$ cat src/rtl/serial_word_packer.sv
// Serial-to-parallel word packer: MSB-first bit stream into Width-bit words, double-buffered output.
// Optional even-parity trailer bit per word when SERIAL_WORD_PACKER_PARITY_EN is defined.
module serial_word_packer #(
  parameter int Width      = 8,
  parameter int CountWidth = 4
) (
  input  logic                  clk,
  input  logic                  rst,
  input  logic                  bit_valid,
  input  logic                  bit_in,
  output logic                  bit_ready,
  input  logic                  flush,
  output logic                  word_valid,
  input  logic                  word_ready,
  output logic [Width-1:0]      word,
  output logic                  word_err,
  output logic [CountWidth-1:0] fill
);

`ifdef SERIAL_WORD_PACKER_PARITY_EN
  localparam int N = Width + 1;
`else
  localparam int N = Width;
`endif

  localparam logic [CountWidth-1:0] LastFill = CountWidth'(N - 1);

  typedef enum logic {
    COLLECT,
    FULL
  } state_t;

  state_t                  state_reg, state_next;
  logic [Width-1:0]        sreg_reg, sreg_next;
  logic [CountWidth-1:0]   fill_reg, fill_next;
  logic [Width-1:0]        word_reg, word_next;
  logic                    word_valid_reg, word_valid_next;
  logic                    word_err_reg, word_err_next;

  logic                    take;
  logic                    last;
  logic                    slot_free;
  logic [Width-1:0]        sreg_shift;
  logic [Width-1:0]        done_word;
  logic                    done_err;
  logic                    shift_en;
  logic                    full_err;

`ifdef SERIAL_WORD_PACKER_PARITY_EN
  logic par_reg, par_next;
  logic pend_err_reg, pend_err_next;

  // Last accepted bit is the parity bit, so the data is already complete in sreg.
  assign shift_en  = take && (fill_reg < CountWidth'(Width));
  assign done_word = sreg_reg;
  assign done_err  = par_reg ^ bit_in;
  assign full_err  = pend_err_reg;
`else
  assign shift_en  = take;
  assign done_word = sreg_shift;
  assign done_err  = 1'b0;
  assign full_err  = 1'b0;
`endif

  // A bit presented together with flush is dropped.
  assign take       = bit_valid && (state_reg == COLLECT) && !flush;
  assign last       = take && (fill_reg == LastFill);
  assign slot_free  = !word_valid_reg || word_ready;
  assign sreg_shift = {sreg_reg[Width-2:0], bit_in};

  always_ff @(posedge clk or negedge rst) begin
    if (!rst) begin
      state_reg      <= COLLECT;
      sreg_reg       <= '0;
      fill_reg       <= '0;
      word_reg       <= '0;
      word_valid_reg <= 1'b0;
      word_err_reg   <= 1'b0;
`ifdef SERIAL_WORD_PACKER_PARITY_EN
      par_reg        <= 1'b0;
      pend_err_reg   <= 1'b0;
`endif
    end else begin
      state_reg      <= state_next;
      sreg_reg       <= sreg_next;
      fill_reg       <= fill_next;
      word_reg       <= word_next;
      word_valid_reg <= word_valid_next;
      word_err_reg   <= word_err_next;
`ifdef SERIAL_WORD_PACKER_PARITY_EN
      par_reg        <= par_next;
      pend_err_reg   <= pend_err_next;
`endif
    end
  end

  always_comb begin
    state_next      = state_reg;
    sreg_next       = sreg_reg;
    fill_next       = fill_reg;
    word_next       = word_reg;
    word_valid_next = word_valid_reg;
    word_err_next   = word_err_reg;
`ifdef SERIAL_WORD_PACKER_PARITY_EN
    par_next        = par_reg;
    pend_err_next   = pend_err_reg;
`endif

    // A consumed word drops valid unless a new word is loaded below.
    if (word_ready) begin
      word_valid_next = 1'b0;
    end

    if (shift_en) begin
      sreg_next = sreg_shift;
    end

    if (flush) begin
      fill_next  = '0;
      state_next = COLLECT;
`ifdef SERIAL_WORD_PACKER_PARITY_EN
      par_next   = 1'b0;
`endif
    end else begin
      unique case (state_reg)
        COLLECT: begin
          if (take) begin
            fill_next = fill_reg + 1'b1;
`ifdef SERIAL_WORD_PACKER_PARITY_EN
            par_next  = par_reg ^ bit_in;
`endif
          end
          if (last) begin
`ifdef SERIAL_WORD_PACKER_PARITY_EN
            par_next = 1'b0;
`endif
            if (slot_free) begin
              word_next       = done_word;
              word_valid_next = 1'b1;
              word_err_next   = done_err;
              fill_next       = '0;
            end else begin
              state_next = FULL;
`ifdef SERIAL_WORD_PACKER_PARITY_EN
              pend_err_next = done_err;
`endif
            end
          end
        end
        FULL: begin
          if (slot_free) begin
            word_next       = sreg_reg;
            word_valid_next = 1'b1;
            word_err_next   = full_err;
            fill_next       = '0;
            state_next      = COLLECT;
          end
        end
        default: begin
          state_next = COLLECT;
        end
      endcase
    end
  end

  assign bit_ready  = (state_reg == COLLECT);
  assign word_valid = word_valid_reg;
  assign word       = word_reg;
  assign word_err   = word_err_reg;
  assign fill       = fill_reg;

endmodule

$ cat config.mk
export PLATFORM = sky130hd
export DESIGN_NAME = serial_word_packer
export DESIGN_NICKNAME = d
export VERILOG_FILES = /design/src/rtl/serial_word_packer.sv
export SDC_FILE = /design/constraint.sdc
export NUM_CORES = 1
export LEC_CHECK = 0
export CORE_ASPECT_RATIO = 0.8
export CORE_MARGIN = 1
export CORE_UTILIZATION = 40
export DETAILED_ROUTE_END_ITERATION = 10
export RECOVER_POWER = 100
export SLEW_MARGIN = 20
export SYNTH_ARGS = -nofsm -noshare
export SYNTH_HDL_FRONTEND = slang
export SYNTH_SLANG_ARGS = --single-unit
$ cat constraint.sdc
create_clock -name clk -period 4.4 [get_ports clk]
set_input_delay 0.88 -clock clk [delete_from_list [all_inputs] [get_ports clk]]
set_output_delay 0.88 -clock clk [all_outputs]
set_load 0.01 [all_outputs]
==> summary.md <==
| Metric | Value |
|---|---|
| Worst EP arrival | `3230 ps` |
| # IOs | `21` |
| Final antenna-violating net count | `0` |
| Routed WL | `1.83 mm` |
| Filler Cell Count | `228` |
| Hold/Removal Path Class | `register to register` |
| Dpl cells | `132` |
| TritonCTS Buffers | `3` |
| DR pass1 iterations | `4` |
| Xor and xnor fraction of the mapped netlist area | `0` |
| Unique cell type count in the Yosys netlist | `27` |
| Hold endpoint | `word[6]$_DFFE_PN0P_` |
| Power per Cell Area | `344 mW/mm^2` |
| DR vias | `686` |
| Die area | `0.00291 mm^2` |
| Root buffer cell | `clkbuf_4` |
| Leakage Power | `0.590 nW` |
| Die H | `48.5 um` |
| N_diodes | `0` |
| Yosys warnings | `0` |
| Register clock-pin slew on the reported worst setup and hold paths | `110 ps` |
| DR vias/cell | `5.04` |
| Max-cap viol count | `0` |
| WHS | `514 ps` |
| Max incr delay on CP | `1030 ps` |
| R2r endpoint | `word[4]$_DFFE_PN0P_` |
| Crit end category | `register` |
| Status | `complete, no violations` |
| Post-Synth Simple-Gate Area | `0.104` |
| Top Family by Delay on Critical Path | `compound AO/OA/AOI/OAI gates` |
| Crit path time final | `3030 ps` |
| Sequential area share after synthesis | `0.510` |
| H-tree levels | `1` |
| Vias in the first global route | `710` |
| Syn avg cell area | `13.2 um^2` |
| Largest net degree at the start of global routing | `23` |
| R2R Setup Slk | `1930 ps` |
| FF-to-FF Start | `state_reg$_DFF_PN0_` |
| Worst Setup Start Kind | `primary input` |
| Final setup viols | `0` |
| Total power | `0.443 mW` |
| Layout net count | `108` |
| Mux share of post-synthesis cell area | `0.270` |
| Die width | `60.1 um` |
| Unrepaired setup endpoints after global routing | `false` |
| CP bufs+invs | `1` |
| Leading post-synthesis cells by cell area | `dfrtp_1 (51%), mux2_2 (26%), nand4b_4 (2.2%)` |
| GRT overflow | `0` |
| Slew @ Worst Pin | `1230 ps` |
| Hpwl dp | `1.27 mm` |
| Cells on Worst Hold Path | `1` |
| Port buffer count | `19` |
| TritonCTS Sinks | `22` |
| Avg WL per Cell | `13.5 um` |
| WS Path Type | `primary input to register` |
| CTS tree | `done` |
| Worst IR Drop VDD | `0.194 mV` |
| Synth top area share | `0.510` |
| Period utilisation layout | `0.689` |
| GRT Total Usage | `0.152` |
| Initial antenna violation count | `0` |
| Area of the multi-input gates | `468 um^2` |
| Setup_tns | `0 ps` |
| R2R depth | `3` |
| CP Max Fanout | `8` |
| Final Hold Fails | `0` |
| Slew HR | `0.177` |
| Hold-fix buffers, CTS | `0` |
| CTS resizes | `0` |
| Mapped Nets | `89` |
| # DRC | `0` |
| Critical path required time | `4600 ps` |
| Dominant cell type by area after synthesis | `dfrtp_1` |
| Skew-Pair Late Insertion Delay | `300 ps` |
| Yosys reg bits | `22` |
| Initial Util | `0.432` |
| Row count | `16` |
| Layout cells sized above 1 | `0.310` |
| Layout area overhead | `19.2%` |
| Slew Viols, Final | `0` |
| CP Cell Sequence | `dlygate4sd3_1, nand4b_1, a211oi_1, mux2_2` |
| Largest family of logic cells by synthesized area | `multiplexers` |
| Postcts setup bufs | `0` |
| First-pass GRT wire length | `3.26 mm` |
| Storage cell area | `551 um^2` |
| F_max | `0.330 GHz` |
| Compound-gate portion of the synthesized area | `0.0742` |
| Iter 0 DRT Violations | `21` |
| Synth Cell Area | `0.00108 mm^2` |
| Synth Area in Adders | `0.0116` |
| Gpl congestion | `0.799` |
| Bufs on Longest Clock Path | `2` |
| Core ar. | `0.00250 mm^2` |
| Synth Instances | `82` |
| Critical-path top delay cell | `a211oi_1` |
| Filler-free cell count of the finished design | `136` |
| Worst Clk Skew | `6.78 ps` |
| Hold_sp | `word[6]$_DFFE_PN0P_` |
==> through the flow <==
stage	util	setup WS, ps	instance area, um^2
after floorplan	-	2420	1080
after global placement	0.516	1700	1290
after detailed placement	0.516	1670	1290
after CTS	0.530	1650	1330
after global routing	0.515	1250	1290
final	0.515	1370	1290
==> synthesized netlist by cell type (all sizes together) <==
master and n:
nand3 3, clkbuf 2, mux2i 1, a21o 1
a21oi 2, a211oi 2, and3b 1, mux2 25
nor3b 1, ha 1, nor2b 2, o211ai 1
a21boi 1, o21ai 2, buf 3, nand2b 1
nand4 1, inv 1, nand2 2, conb 1
a2111oi 1, nor2 3, dfrtp 22, nand3b 1
nand4b 1
==> how the worst max path moves through the flow <==
| stage | to | from | cells after the start |
|---|---|---|---|
| detailed placement | word[4]$_DFFE_PN0P_ | bit_valid | 4 |
| CTS | bit_ready | state_reg$_DFF_PN0_ | 2 |
| finish | word[4]$_DFFE_PN0P_ | bit_valid | 4 |
| global placement | word[6]$_DFFE_PN0P_ | bit_valid | 4 |
| global route | word[6]$_DFFE_PN0P_ | bit_valid | 4 |
| floorplan | sreg_reg[0]$_DFFE_PN0N_ | flush | 3 |
==> worst register-to-register path: stages (launching register included) <==
cell      delay, ps
dfrtp_1         750
inv_1           210
a211oi_1        980
mux2_2          420
==> final cells by class <==
| type | count | share of cell area |
|---|---|---|
| clock buffer | 4 | 0.0282 |
| multi-input combinational | 54 | 0.363 |
| sequential | 22 | 0.428 |
| timing repair buffer | 19 | 0.143 |
| inverter | 1 | 0.00292 |
| tap | 36 | 0.0350 |
==> logic make-up after synthesis <==
| kind of cell | count (synthesis) |
|---|---|
| flops | 22 |
| buf+inv | 6 |
| compound gates | 10 |
| simple gates | 16 |
| fa+ha+maj | 1 |
| mux | 26 |
| other cells | 1 |
==> where the power goes <==
part | total [mW] | leakage (nW) | internal, mW | switching [mW]
clock | 0.110 | 0.0210 | 0.0505 | 0.0596
combinational | 0.0747 | 0.280 | 0.0500 | 0.0247
sequential | 0.259 | 0.289 | 0.233 | 0.0255
==> metal layers <==
metal,GRT usage,share of wire,vias to the layer above
li1,-,-,331
met1,0.211,0.52,333
met2,0.230,0.42,18
met3,0.0561,0.040,4
met4,0.0233,0.016,0
met5,0,0,-
==> layout by cell type, fill, tap and decap left out <==
cell and count:
nand2_1 2, nor2b_1 2, o211ai_1 1, mux2_2 25
nor3b_1 1, a21boi_0 1, a2111oi_0 1, a21oi_1 2
clkdlybuf4s50_1 2, dlygate4sd3_1 16, o21ai_0 2, a211oi_1 2
nand4_1 1, and3b_2 1, a21o_2 1, inv_1 1
dfrtp_1 22, clkbuf_4 3, clkbuf_8 1, conb_1 1
nand4b_1 1, clkbuf_1 1, ha_1 1, nor2_1 3
nand2b_1 1, nand3b_1 1, nand3_1 3, mux2i_1 1
Note: power is estimated with default switching activity, not from simulation.
